## src/rtl/apple2_fdd_pkg.sv

```systemverilog
// Shared types and constants for the Disk II track loader.
// The optional write-back path is compiled in with FDD_WRITEBACK_EN.
package apple2_fdd_pkg;

  localparam int SECTORS_PER_TRACK = 13;
  localparam int SD_SECTOR_BYTES   = 512;

  typedef enum logic [2:0] {
    IDLE,
    WB_REQ,
    WB_XFER,
    RD_REQ,
    RD_XFER
  } fdd_state_t;

  // Internal loader state exposed so checkers can observe it directly.
  typedef struct packed {
    fdd_state_t state;
    logic       valid;
    logic       dirty;
    logic       remount_pend;
  } fdd_dbg_t;

endpackage

```

## src/rtl/fdd_lba_calc.sv

```systemverilog
// Converts a track number to its first SD sector: track * 13 as a shift-add.
module fdd_lba_calc
  import apple2_fdd_pkg::*;
#(
  parameter int TRACK_W = 6
) (
  input  logic [TRACK_W-1:0] track,
  output logic [31:0]        lba
);

  logic [TRACK_W+3:0] t_ext;
  logic [TRACK_W+3:0] prod;

  // 13t = 8t + 4t + t, zero-extended to the 32-bit LBA.
  always_comb begin
    t_ext = {4'b0000, track};
    prod  = (t_ext << 3) + (t_ext << 2) + t_ext;
    lba   = {{(28-TRACK_W){1'b0}}, prod};
  end

endmodule

```

## src/rtl/fdd_track_loader.sv

```systemverilog
// Disk II track cache loader: fetches the sectors of the head's current
// track from SD image 0 into track RAM and stalls the CPU meanwhile.
// Define FDD_WRITEBACK_EN to flush a dirty track before loading the next.
//
// SD handshake: sd_rd / sd_wr is a request held high until the rising edge
// of sd_ack is sampled, then dropped on the following cycle. sd_ack stays
// high for the whole 512-byte transfer; its falling edge marks the sector
// complete. Edges are found against a one-cycle delayed copy of sd_ack.
module fdd_track_loader
  import apple2_fdd_pkg::*;
#(
  parameter int SECTORS_PER_TRACK = 13,
  parameter int TRACK_W           = 6
) (
  input  logic               clk_sys,
  input  logic               reset_n,
  input  logic [TRACK_W-1:0] track,
  input  logic               img_mounted,
  input  logic               img_present,
  input  logic               disk_we,
  output logic [31:0]        sd_lba,
  output logic               sd_rd,
  output logic               sd_wr,
  input  logic               sd_ack,
  output logic [3:0]         track_sec,
  output logic               cpu_wait,
  output logic               busy,
  output fdd_dbg_t           dbg
);

  fdd_state_t         state;
  logic [TRACK_W-1:0] cur_track;
  logic [TRACK_W-1:0] new_track;
  logic               valid;
  logic               dirty;
  logic               remount_pend;
  logic               ack_d;
  logic               ack_rise;
  logic               ack_fall;
  logic               load_need;
  logic               last_sec;
  logic               abort;
  logic [31:0]        lba_trk;
  logic [31:0]        lba_cur;

  fdd_lba_calc #(.TRACK_W(TRACK_W)) u_lba_trk (.track(track),     .lba(lba_trk));
  fdd_lba_calc #(.TRACK_W(TRACK_W)) u_lba_cur (.track(cur_track), .lba(lba_cur));

`ifdef FDD_WRITEBACK_EN
  logic [31:0] lba_new;
  logic        dirty_now;
  fdd_lba_calc #(.TRACK_W(TRACK_W)) u_lba_new (.track(new_track), .lba(lba_new));
  // A core write on the trigger cycle still counts toward the flush decision.
  assign dirty_now = dirty | (disk_we & valid);
`else
  logic unused_disk_we;
  assign unused_disk_we = disk_we;
`endif

  assign ack_rise  = sd_ack & ~ack_d;
  assign ack_fall  = ~sd_ack & ack_d;
  assign load_need = ~valid | (track != cur_track) | remount_pend;
  assign last_sec  = (track_sec == 4'(SECTORS_PER_TRACK - 1));
  assign abort     = remount_pend | img_mounted;

  // Debug view of the loader state.
  always_comb begin
    dbg.state        = state;
    dbg.valid        = valid;
    dbg.dirty        = dirty;
    dbg.remount_pend = remount_pend;
  end

  // Loader FSM with registered request, stall and sector outputs.
  always_ff @(posedge clk_sys or negedge reset_n) begin
    if (!reset_n) begin
      state        <= IDLE;
      sd_rd        <= 1'b0;
      sd_wr        <= 1'b0;
      sd_lba       <= 32'd0;
      track_sec    <= 4'd0;
      cpu_wait     <= 1'b0;
      busy         <= 1'b0;
      cur_track    <= '0;
      new_track    <= '0;
      valid        <= 1'b0;
      dirty        <= 1'b0;
      remount_pend <= 1'b0;
      // Starting "high" hides an ack still in flight across reset until it
      // has been seen low.
      ack_d        <= 1'b1;
    end else begin
      ack_d <= sd_ack;
      if (img_mounted && state != IDLE) remount_pend <= 1'b1;
      case (state)
        IDLE: begin
          if (img_mounted) begin
            valid <= 1'b0;
            dirty <= 1'b0;
          end else begin
`ifdef FDD_WRITEBACK_EN
            if (disk_we && valid) dirty <= 1'b1;
`endif
            if (load_need) begin
              remount_pend <= 1'b0;
              new_track    <= track;
              if (!img_present) begin
                cur_track <= track;
                valid     <= 1'b0;
              end else begin
                busy      <= 1'b1;
                cpu_wait  <= 1'b1;
                track_sec <= 4'd0;
`ifdef FDD_WRITEBACK_EN
                if (dirty_now && valid && !remount_pend) begin
                  state  <= WB_REQ;
                  sd_wr  <= 1'b1;
                  sd_lba <= lba_cur;
                end else
`endif
                begin
                  state  <= RD_REQ;
                  sd_rd  <= 1'b1;
                  sd_lba <= lba_trk;
                end
              end
            end
          end
        end
`ifdef FDD_WRITEBACK_EN
        WB_REQ: begin
          if (ack_rise) begin
            sd_wr <= 1'b0;
            state <= WB_XFER;
          end
        end
        WB_XFER: begin
          if (ack_fall) begin
            if (abort) begin
              state     <= IDLE;
              busy      <= 1'b0;
              cpu_wait  <= 1'b0;
              track_sec <= 4'd0;
              valid     <= 1'b0;
              dirty     <= 1'b0;
            end else if (last_sec) begin
              dirty     <= 1'b0;
              track_sec <= 4'd0;
              sd_lba    <= lba_new;
              sd_rd     <= 1'b1;
              state     <= RD_REQ;
            end else begin
              track_sec <= track_sec + 4'd1;
              sd_lba    <= sd_lba + 32'd1;
              sd_wr     <= 1'b1;
              state     <= WB_REQ;
            end
          end
        end
`endif
        RD_REQ: begin
          if (ack_rise) begin
            sd_rd <= 1'b0;
            state <= RD_XFER;
          end
        end
        RD_XFER: begin
          if (ack_fall) begin
            if (abort) begin
              state     <= IDLE;
              busy      <= 1'b0;
              cpu_wait  <= 1'b0;
              track_sec <= 4'd0;
              valid     <= 1'b0;
              dirty     <= 1'b0;
            end else if (last_sec) begin
              track_sec <= 4'd0;
              cur_track <= new_track;
              valid     <= 1'b1;
              busy      <= 1'b0;
              cpu_wait  <= 1'b0;
              state     <= IDLE;
            end else begin
              track_sec <= track_sec + 4'd1;
              sd_lba    <= sd_lba + 32'd1;
              sd_rd     <= 1'b1;
              state     <= RD_REQ;
            end
          end
        end
        default: state <= IDLE;
      endcase
    end
  end

endmodule

```

## config.mk

```make
export PLATFORM = sky130hd
export DESIGN_NAME = fdd_track_loader
export DESIGN_NICKNAME = d
export VERILOG_FILES = /design/src/rtl/apple2_fdd_pkg.sv /design/src/rtl/fdd_lba_calc.sv /design/src/rtl/fdd_track_loader.sv
export SDC_FILE = /design/constraint.sdc
export NUM_CORES = 1
export LEC_CHECK = 0
export BUFFER_PORTS_ARGS = -buffer_cell sky130_fd_sc_hd__buf_4
export CELL_PAD_IN_SITES_DETAIL_PLACEMENT = 1
export CELL_PAD_IN_SITES_GLOBAL_PLACEMENT = 1
export CORE_AREA = 2 2 103 115
export DETAILED_ROUTE_END_ITERATION = 12
export DIE_AREA = 0 0 105 117
export PLACE_DENSITY = 0.71
export SYNTH_ARGS = -nofsm -noshare
export SYNTH_HDL_FRONTEND = slang
export SYNTH_HIERARCHICAL = 1
export SYNTH_SLANG_ARGS = --single-unit
```

## constraint.sdc

```tcl
create_clock -name clk_sys -period 2.7 [get_ports clk_sys]
set_input_delay 0.27 -clock clk_sys [delete_from_list [all_inputs] [get_ports clk_sys]]
set_output_delay 0.27 -clock clk_sys [all_outputs]
set_load 0.01 [all_outputs]
```

==> metrics.md, run 1 <==
| Metric | Value |
|---|---|
| Outcome | `complete, no violations` |
| Number of fill cells | `1366` |
| Routability cong. | `0.831` |
| H-tree levels | `2` |
| Yosys top cell area share | `35.1%` |
| Storage cell area | `1380 µm²` |
| Netlist Area Pre-Place | `3840 µm²` |
| Clock Tree Buf Depth | `2` |
| Worst Tran Pin Value | `0.749 ns` |
| Clock Latency Late Sink | `0.30 ns` |
| Dpl hpwl | `7680 µm` |
| DRC Markers | `0` |
| Initial DRC count | `161` |
| PwrDens | `1020 nW/µm²` |
| Final Instance Area | `4480 µm²` |
| Hold-fix buffers at CTS | `0` |
| Fin. Hold Viols | `0` |
| IO Port Bufs | `54` |
| Max Cap Viol | `0` |
| Yosys cell types | `65` |
| Area of the multi-input gates | `2190 µm²` |
| Arrival @ worst endpoint | `2.66 ns` |
| CP Launch Type | `flip-flop` |
| CTS Sinks | `55` |
| Critical Path RT | `2.92 ns` |
| Clock Root Buffer | `clkbuf_16` |
| Share of cells above drive strength 1 | `20.3%` |
| Post-synth EDFFs | `0` |
| Setup TNS | `0 ns` |
| Worst Path Max Fanout | `18` |
| Overflow after GRT | `0` |
| # Post-CTS Setup Buffers | `0` |
| Worst slew margin relative to its limit | `49.6%` |
| Final core utilization | `40.1%` |
| Post-CTS resize count | `0` |
| Largest net degree at the start of global routing | `56` |
| Layout overhead on the synthesized area | `16.6%` |
| Critical setup path kind | `flip-flop to flip-flop` |
| Chip height | `117 µm` |
| Total CTS buffers | `5` |
| Minimum clock period | `2.44 ns` |
| DP Area | `4330 µm²` |
| Main synth FF type | `dfrtp_1` |
| First-pass GRT wire length | `18300 µm` |
| CP Capture Type | `flip-flop` |
| Syn_area_per_cell | `8.78 µm²` |
| Max Clk Rate | `410 MHz` |
| Ranking of synthesized cells by area | `dfrtp_1 (35%), buf_4 (6.1%), a21oi_1 (5.9%)` |
| #FFs+latches synth | `55` |
| Post-route ant nets | `0` |
| Worst hold path type | `input pin to async pin` |
| Initial Util | `34.4%` |
| RSZ-0062 raised after global routing | `no` |
| Period utilisation layout | `90.3%` |
| DIE WIDTH | `105 µm` |
| Leakage Power | `0.00189 µW` |
| Yosys Warn Count | `8` |
| FP Rows | `41` |
| Pre-CTS WS | `0.237 ns` |
| GRT Overall Usage | `18.5%` |
| IR drop worst, VDD | `0.303 mV` |
| Sequential cell area fraction in the yosys report | `35.8%` |
| Routed WL | `10900 µm` |
| Vias in the first global route | `3659` |
| CTS tree | `built` |
| Post-synth top area cell | `dfrtp_1` |
| Top-count cell post-synth | `dfrtp_1` |
| Synth top cells by count | `dfrtp_1 (54), nand2_1 (47), a21oi_1 (45)` |
| Initial antenna violation count | `0` |
| Total power | `4580 µW` |
| Slew Viols, Final | `0` |
| Final nets | `510` |
| Via count | `3448` |
| Placeable Area | `11200 µm²` |
| I/O pin count | `58` |
| Final WS setup | `0.263 ns` |
| DR WL/cell | `17.2 µm` |
| Asr flop ratio synth | `100%` |
| FF-to-FF setup slack | `0.26 ns` |
| Vias per cell | `5.45` |
| Post-synthesis cell count | `438` |
| Final setup fails | `0` |
| Die area | `12300 µm²` |
| Pre-Repair DR Iteration Count | `4` |
| Inserted Diodes | `0` |
| Clock transition at path regs | `0.08 ns` |
| Layout Skew | `0.00740 ns` |
==> cells by family (layout without fill, tap and decap cells) <==
family | after synthesis | count (layout) | synth area share (%)
multiplexers | 14 | 14 | 4.07
flip-flops | 55 | 55 | 35.8
buffers and inverters | 65 | 88 | 9.60
AO/OA/AOI/OAI | 137 | 137 | 23.3
XOR/XNOR | 10 | 10 | 2.28
AND/OR/NAND/NOR | 139 | 139 | 18.8
other | 2 | 24 | 0.195
adder cells (fa/ha/maj) | 16 | 16 | 5.99
==> cell type report <==
| class | instances | area share [%] |
|---|---|---|
| Timing Repair Buffer | 66 | 11.6 |
| Inverter | 14 | 1.17 |
| Clock buffer | 8 | 3.49 |
| Multi-Input combinational cell | 340 | 48.8 |
| Sequential cell | 55 | 30.7 |
| Tap cell | 150 | 4.19 |
==> power breakdown <==
group	internal (µW)	leakage (µW)	total, µW	switching (µW)
clock	397	0.0000772	713	316
sequential	1190	0.000636	1660	465
combinational	1040	0.00117	2210	1180
==> state kept, by name (all words and copies together), names as in the netlist <==
| signal | flops |
|---|---|
| ack_d | 1 |
| busy | 1 |
| cur_track | 6 |
| new_track | 6 |
| remount_pend | 1 |
| sd_lba | 32 |
| sd_rd | 1 |
| state | 2 |
| track_sec | 4 |
| valid | 1 |
==> cells in the final DEF (no fill, tap or decap), types with 3 or more instances in the layout <==
master / synthesis / final
a21oi_1: 45 / 45
o21a_1: 4 / 4
inv_1: 14 / 14
buf_4: 31 / 64
nand4_1: 11 / 11
o22ai_1: 14 / 14
ha_1: 12 / 12
nand3_1: 18 / 18
o21ai_0: 20 / 20
o21ai_1: 4 / 4
a31oi_1: 4 / 4
mux2_2: 7 / 7
o22a_1: 6 / 6
nand2b_1: 9 / 9
conb_1: 2 / 24
or2_2: 3 / 3
nor2_1: 24 / 24
nand2_1: 47 / 47
nor3_1: 4 / 4
fa_1: 4 / 4
and3_1: 5 / 5
mux2_1: 6 / 6
xnor2_1: 9 / 9
o31ai_1: 4 / 4
a2bb2oi_1: 11 / 11
clkbuf_16: 0 / 5
dfrtp_1: 54 / 54
==> per-stage QoR <==
step                      std cells  hold WS (ns)
after floorplan                 460       -0.0256
after global placement          625         0.390
after detailed placement        625         0.392
after CTS                       633        0.0616
after global routing            633        0.0843
final                           633        0.0407
==> final timing paths <==
check / start / endpoint / cells after the start
setup / recovery: track_sec[0] / sd_lba[17] / 8
setup reg to reg: track_sec[0] / sd_lba[17] / 8
min in group clk_sys: sd_ack / ack_d / 1
hold reg to reg: new_track[0] / new_track[0] / 1
hold / removal: reset_n / sd_lba[25] / 1
max in group asynchronous: reset_n / new_track[0] / 1
==> critical path, cell delays in order (launching register included) <==
cell and delay [ns]:
dfrtp_1 0.44, inv_1 0.07, ha_1 0.21, a311o_1 0.40, a221oi_2 0.31, o21ai_1 0.31
buf_4 0.31, a21oi_1 0.15, a2bb2oi_1 0.17
==> per-layer routing <==
layer / vias to the layer above / share of wire [%] / global-route usage (%)
li1: 1625 / - / -
met1: 1767 / 44 / 22.2
met2: 50 / 52 / 34.2
met3: 6 / 2.9 / 2.99
met4: 0 / 0.84 / 5.51
met5: - / 0 / 0
Power figures use the tool's default switching activity.
==> run 2, diff against run 1 <==
--- a/config.mk
+++ b/config.mk
@@ -11,8 +11,9 @@
 export CORE_AREA = 2 2 103 115
 export DETAILED_ROUTE_END_ITERATION = 12
 export DIE_AREA = 0 0 105 117
-export PLACE_DENSITY = 0.71
+export PLACE_DENSITY_LB_ADDON = 0.1
 export SYNTH_ARGS = -nofsm -noshare
 export SYNTH_HDL_FRONTEND = slang
 export SYNTH_HIERARCHICAL = 1
 export SYNTH_SLANG_ARGS = --single-unit
+export TNS_END_PERCENT = 10
==> metrics.md, run 2 (synthesis gave the netlist of run 1 again) <==
| Metric | Value |
|---|---|
| Outcome | `complete, no violations` |
| Minimum clock period | `2.34 ns (-0.0941 ns)` |
| Total CTS buffers | `5 (unchanged)` |
| Final WS setup | `0.357 ns (+0.0941 ns)` |
| Overflow after GRT | `0 (unchanged)` |
| Clock Latency Late Sink | `0.30 ns (about the same)` |
| Pre-Repair DR Iteration Count | `4 (unchanged)` |
| Max stage delay on crit path | `0.43 ns (about the same)` |
| Number of flip-flops in the largest register | `32 (unchanged)` |
| Period utilisation layout | `86.8% (-3.5 points)` |
| DR WL/cell | `16.7 µm (-2.6%)` |
| Max Cap Viol | `0 (unchanged)` |
| CP Capture Type | `flip-flop` |
| Placeable Area | `11200 µm² (unchanged)` |
| Critical path depth | `6 (-2)` |
| Layout Skew | `0.00702 ns (-0.000385 ns)` |
| Inserted Diodes | `0 (unchanged)` |
| FF-to-FF setup slack | `0.36 ns (+0.09 ns)` |
| Number of fill cells | `1391 (+1.8%)` |
| H-tree levels | `2 (unchanged)` |
| IR drop worst, VDD | `0.367 mV (+21%)` |
| Final setup fails | `0 (unchanged)` |
| Worst-path cell chain | `inv_1 -> ha_1 -> a311o_1 -> a221oi_2 -> o21ai_2 -> o311a_1` |
| Final core utilization | `40.3% (+0.19 points)` |
| CTS Sinks | `55 (unchanged)` |
| Final nets | `510 (unchanged)` |
| First-pass GRT wire length | `17700 µm (-3.4%)` |
| Vias per cell | `5.32 (-2.3%)` |
| RSZ-0062 raised after global routing | `no` |
| Worst Path Max Fanout | `22 (+4)` |
| Routability cong. | `0.759 (-8.6%)` |
| Dpl hpwl | `7430 µm (-3.2%)` |
| Clock Tree Buf Depth | `2 (unchanged)` |
| Clock Root Buffer | `clkbuf_16` |
| Routed WL | `10600 µm (-2.6%)` |
| Max Clk Rate | `427 MHz (+4.0%)` |
| R2R Path End | `sd_lba[27]` |
| Post-route ant nets | `0 (unchanged)` |
| Die area | `12300 µm² (unchanged)` |
| Leakage Power | `0.00190 µW (+0.55%)` |
| Vias in the first global route | `3421 (-6.5%)` |
| Share of cells above drive strength 1 | `20.7% (+0.41 points)` |
| Critical Path RT | `2.89 ns (-0.03 ns)` |
| Reg-to-reg startpoint | `track_sec[0]` |
| Worst Path Buf+Inv | `1 (-1)` |
| Setup TNS | `0 ns (unchanged)` |
| Via count | `3368 (-2.3%)` |
| Initial DRC count | `132 (-18%)` |
| Largest Register | `sd_lba` |
| Delay-heaviest family, CP | `compound AO/OA/AOI/OAI gates` |
| R2R cell count | `6 (-2)` |
| Slowest CP cell | `dfrtp_1` |
| CP Launch Type | `flip-flop` |
| DIE WIDTH | `105 µm (unchanged)` |
| Critical setup path kind | `flip-flop to flip-flop` |
| PwrDens | `1030 nW/µm² (+0.29%)` |
| Worst Tran Pin Value | `1.06 ns (+0.312 ns)` |
| # Post-CTS Setup Buffers | `0 (unchanged)` |
| Highest-count cells in the layout ignoring fill and taps | `buf_4 (64), dfrtp_1 (54), nand2_1 (47)` |
| Arrival @ worst endpoint | `2.53 ns (-0.13 ns)` |
| Initial antenna violation count | `0 (unchanged)` |
| Leading cell type in the layout, fill and taps excluded | `buf_4` |
| Initial Util | `34.4% (unchanged)` |
| Pre-CTS WS | `0.235 ns (-0.00237 ns)` |
| IO Port Bufs | `54 (unchanged)` |
| Biggest regs | `sd_lba (32), cur_track (6), new_track (6)` |
| Worst slew margin relative to its limit | `29.2% (-20 points)` |
| FP Rows | `41 (unchanged)` |
| GRT Overall Usage | `18.0% (-0.50 points)` |
| Slew Viols, Final | `0 (unchanged)` |
| Worst hold path type | `input pin to async pin` |
| CTS tree | `built` |
| DRC Markers | `0 (unchanged)` |
| Layout overhead on the synthesized area | `17.1%` |
| Largest net degree at the start of global routing | `74 (+32%)` |
| Chip height | `117 µm (unchanged)` |
| Clock transition at path regs | `0.07 ns (about the same)` |
| Fin. Hold Viols | `0 (unchanged)` |
| I/O pin count | `58 (unchanged)` |
| Post-CTS resize count | `0 (unchanged)` |
| Hold-fix buffers at CTS | `0 (unchanged)` |
[run 2: changes by cell type in the layout (fill, tap and decap cells not counted), sizes merged]
| cell | before | now |
|---|---|---|
| bufinv | 0 | 1 |
| clkbuf | 8 | 6 |
| clkinv | 0 | 1 |
[run 2: worst max path at each step]
stage                             from          to  slack [ns]
after detailed placement      track[0]   sd_lba[7]        0.24
after global routing      track_sec[0]  sd_lba[25]        0.09
final                     track_sec[0]  sd_lba[27]        0.36
after floorplan               track[0]   sd_lba[7]        0.57
after CTS                 track_sec[0]  sd_lba[27]        0.34
after global placement        track[0]   sd_lba[7]        0.28
[run 2: power by group]
part	switching (µW)	total, µW	internal, µW
clock	323	786	463
combinational	1150	2190	1030
sequential	452	1650	1190
[run 2: area by class of cell]
type	count	area, µm²	share of cell area (%)
Clock buffer	6	139	3.08
Clock inverter	2	35.0	0.778
Inverter	14	52.6	1.17
Multi-Input combinational cell	340	2190	48.7
Sequential cell	55	1380	30.6
Tap cell	150	188	4.17
Timing Repair Buffer	66	520	11.6
[run 2: metal layers]
metal	global-route usage, %	vias to the layer above	part of all wire, %	wire length [µm]
met4	4.27	0	0.94	100
met5	0	-	0	0
met3	2.88	6	3.1	326
met2	32.0	39	50	5300
li1	-	1626	-	-
met1	23.1	1697	46	4870
[run 2: metrics by stage]
| stage | power [µW] | cell area [µm²] | hold slack [ns] | instances |
|---|---|---|---|---|
| 2_1_floorplan | 2970 | 3930 | -0.0256 | 460 |
| 3_3_place_gp | 3820 | 4330 | 0.400 | 625 |
| 3_5_place_dp | 3880 | 4330 | 0.399 | 625 |
| 4_1_cts | 4690 | 4500 | 0.0729 | 633 |
| 5_1_grt | 4990 | 4500 | 0.0837 | 633 |
| 6_report | 4620 | 4500 | 0.0213 | 633 |
==> run 3, diff against run 2 <==
--- a/config.mk
+++ b/config.mk
@@ -5,12 +5,12 @@
 export SDC_FILE = /design/constraint.sdc
 export NUM_CORES = 1
 export LEC_CHECK = 0
-export BUFFER_PORTS_ARGS = -buffer_cell sky130_fd_sc_hd__buf_4
+export BUFFER_PORTS_ARGS = -buffer_cell sky130_fd_sc_hd__clkbuf_2
 export CELL_PAD_IN_SITES_DETAIL_PLACEMENT = 1
 export CELL_PAD_IN_SITES_GLOBAL_PLACEMENT = 1
-export CORE_AREA = 2 2 103 115
+export CORE_AREA = 2 2 108 110
 export DETAILED_ROUTE_END_ITERATION = 12
-export DIE_AREA = 0 0 105 117
+export DIE_AREA = 0 0 110 112
 export PLACE_DENSITY_LB_ADDON = 0.1
 export SYNTH_ARGS = -nofsm -noshare
 export SYNTH_HDL_FRONTEND = slang
==> constraint.sdc (replaced) <==
create_clock -name clk_sys -period 2.3 [get_ports clk_sys]
set_input_delay 0.23 -clock clk_sys [delete_from_list [all_inputs] [get_ports clk_sys]]
set_output_delay 0.23 -clock clk_sys [all_outputs]
set_load 0.01 [all_outputs]
==> metrics.md, run 3 (synthesis gave the netlist of run 1 again) <==
| Metric | Value |
|---|---|
| Outcome | `complete, no violations` |
| Post-route ant nets | `0 (unchanged)` |
| Clock Root Buffer | `clkbuf_16` |
| # Post-CTS Setup Buffers | `0 (unchanged)` |
| First-pass GRT wire length | `18500 µm (+4.8%)` |
| Inserted Diodes | `0 (unchanged)` |
| PwrDens | `1180 nW/µm² (+15%)` |
| RSZ-0062 raised after global routing | `yes` |
| Setup TNS | `0 ns (unchanged)` |
| R2R Path End | `sd_lba[17]` |
| Clock transition at path regs | `0.08 ns (about the same)` |
| Number of fill cells | `1359 (-2.3%)` |
| Dpl hpwl | `7920 µm (+6.5%)` |
| Final setup fails | `0 (unchanged)` |
| FP Rows | `39 (-4.9%)` |
| Met3 Use GR | `2.99% (+0.11 points)` |
| Reg-to-reg startpoint | `track_sec[0]` |
| Min-Delay Endpoint | `ack_d` |
| Critical setup path kind | `flip-flop to flip-flop` |
| Layout Skew | `0.00676 ns (-0.000262 ns)` |
| Die area | `12300 µm² (+0.28%)` |
| Vias per cell | `5.32 (about the same)` |
| DIE WIDTH | `110 µm (+4.8%)` |
| CP Launch Type | `flip-flop` |
| Initial antenna violation count | `0 (unchanged)` |
| DR WL/cell | `17.6 µm (+4.9%)` |
| Pre-CTS WS | `-0.0813 ns (-0.316 ns)` |
| Highest-count cells in the layout ignoring fill and taps | `dfrtp_1 (54), clkbuf_2 (54), nand2_1 (47)` |
| I/O pin count | `58 (unchanged)` |
| Critical Path RT | `2.53 ns (-0.36 ns)` |
| GRT Overall Usage | `19.2% (+1.2 points)` |
| HP Start | `sd_ack` |
| Vias in the first global route | `3650 (+6.7%)` |
| R2R cell count | `8 (+2)` |
| Period utilisation layout | `94.8% (+8.0 points)` |
| Total CTS buffers | `5 (unchanged)` |
| H-tree levels | `2 (unchanged)` |
| FF-to-FF setup slack | `0.12 ns (-0.24 ns)` |
| Fin. Hold Viols | `0 (unchanged)` |
| Largest Register | `sd_lba` |
| Routability cong. | `0.809 (+6.6%)` |
| Chip height | `112 µm (-4.3%)` |
| CP Capture Type | `flip-flop` |
| CTS tree | `built` |
| Worst hold path type | `input pin to flip-flop` |
| Met1 Resource Use GR | `26.1% (+2.9 points)` |
| Largest net degree at the start of global routing | `74 (unchanged)` |
| Routed WL | `11500 µm (+8.0%)` |
| Final nets | `536 (+5.1%)` |
| Max Cap Viol | `0 (unchanged)` |
| Layout overhead on the synthesized area | `20.7%` |
| Initial DRC count | `96 (-27%)` |
| Number of flip-flops in the largest register | `32 (unchanged)` |
| Share of cells above drive strength 1 | `24.8% (+4.1 points)` |
| Via count | `3466 (+2.9%)` |
| Hold path cells | `1` |
| CTS Sinks | `55 (unchanged)` |
| DRC Markers | `0 (unchanged)` |
| Slew Viols, Final | `0 (unchanged)` |
| Final cell count without fillers | `652 (+3.0%)` |
| Clock Tree Buf Depth | `2 (unchanged)` |
| Max Clk Rate | `459 MHz (+7.5%)` |
| Initial Util | `34.4% (about the same)` |
| Leakage Power | `0.00201 µW (+6.1%)` |
| Arrival @ worst endpoint | `2.41 ns (-0.12 ns)` |
| Minimum clock period | `2.18 ns (-0.164 ns)` |
| Clock Latency Late Sink | `0.31 ns (about the same)` |
| Final WS setup | `0.121 ns (-0.236 ns)` |
| Overflow after GRT | `0 (unchanged)` |
| Total power | `5460 µW (+18%)` |
| Worst Path Max Fanout | `16 (-27%)` |
| Biggest regs | `sd_lba (32), cur_track (6), new_track (6)` |
| Busiest layer in global routing | `met2` |
| Placeable Area | `11200 µm² (about the same)` |
| Routing usage on met2 | `31.4% (-0.58 points)` |
| Placed cells | `642 (+2.7%)` |
| IO Port Bufs | `54 (unchanged)` |
| IR drop worst, VDD | `0.581 mV (+59%)` |
| Pre-Repair DR Iteration Count | `4 (unchanged)` |
run 3: cell count changes in the layout (fill, tap and decap cells not counted), sizes merged:
cell         change
dlygate4sd3      +1
clkbuf          +54
buf             -30
clkinv           +1
run 3: cell type report:
class | instances | area (µm²) | share of cell area, %
Multi-Input combinational cell | 340 | 2210 | 47.7
Sequential cell | 55 | 1380 | 29.7
Timing Repair Buffer | 92 | 651 | 14.0
Tap cell | 143 | 179 | 3.86
Clock buffer | 5 | 125 | 2.70
Inverter | 14 | 52.6 | 1.13
Clock inverter | 3 | 43.8 | 0.944
run 3: stage by stage:
stage | area, µm² | utilization (%) | hold WS (ns)
2_1_floorplan | 3930 | - | -0.0656
3_3_place_gp | 4420 | 39.5 | 0.273
3_5_place_dp | 4420 | 39.5 | 0.270
4_1_cts | 4600 | 41.1 | 0.0259
5_1_grt | 4640 | 41.5 | 0.0301
6_report | 4640 | 41.5 | 0.0328
run 3: worst max-delay path by stage:
stage / depth (start not counted) / slack, ns / startpoint / endpoint
after CTS: 8 / 0.03 / track_sec[0] / sd_lba[27]
after global placement: 11 / 0.02 / track[1] / sd_lba[7]
after floorplan: 10 / 0.21 / track[0] / sd_lba[7]
final: 8 / 0.12 / track_sec[0] / sd_lba[17]
after detailed placement: 11 / -0.08 / track[1] / sd_lba[7]
after global routing: 8 / -0.007 / track_sec[1] / sd_lba[28]
run 3: repair_timing:
action | 4_1_cts | 5_1_grt
endpoints found under the setup margin | 0 | 20
hold endpoints to repair | 54 | 0
hold buffers | 1 | 0
resized for setup | 0 | 3
run 3: worst max-delay path: stages, from the launching register on:
cell and delay [ns]:
dfrtp_1 0.35, inv_1 0.05, ha_1 0.20, a311o_1 0.42, a221oi_4 0.34, o21ai_2 0.22
buf_12 0.21, a21oi_1 0.11, a2bb2oi_1 0.18
run 3: where the power goes:
part	switching, µW	internal, µW
clock network	392	515
logic	1450	1180
registers	520	1400
total	2360	3100
run 3: per-layer routing:
metal	vias to the layer above	part of all wire [%]
li1	1679	-
met1	1733	48
met2	46	49
met3	8	2.6
met4	0	1.1
met5	-	0
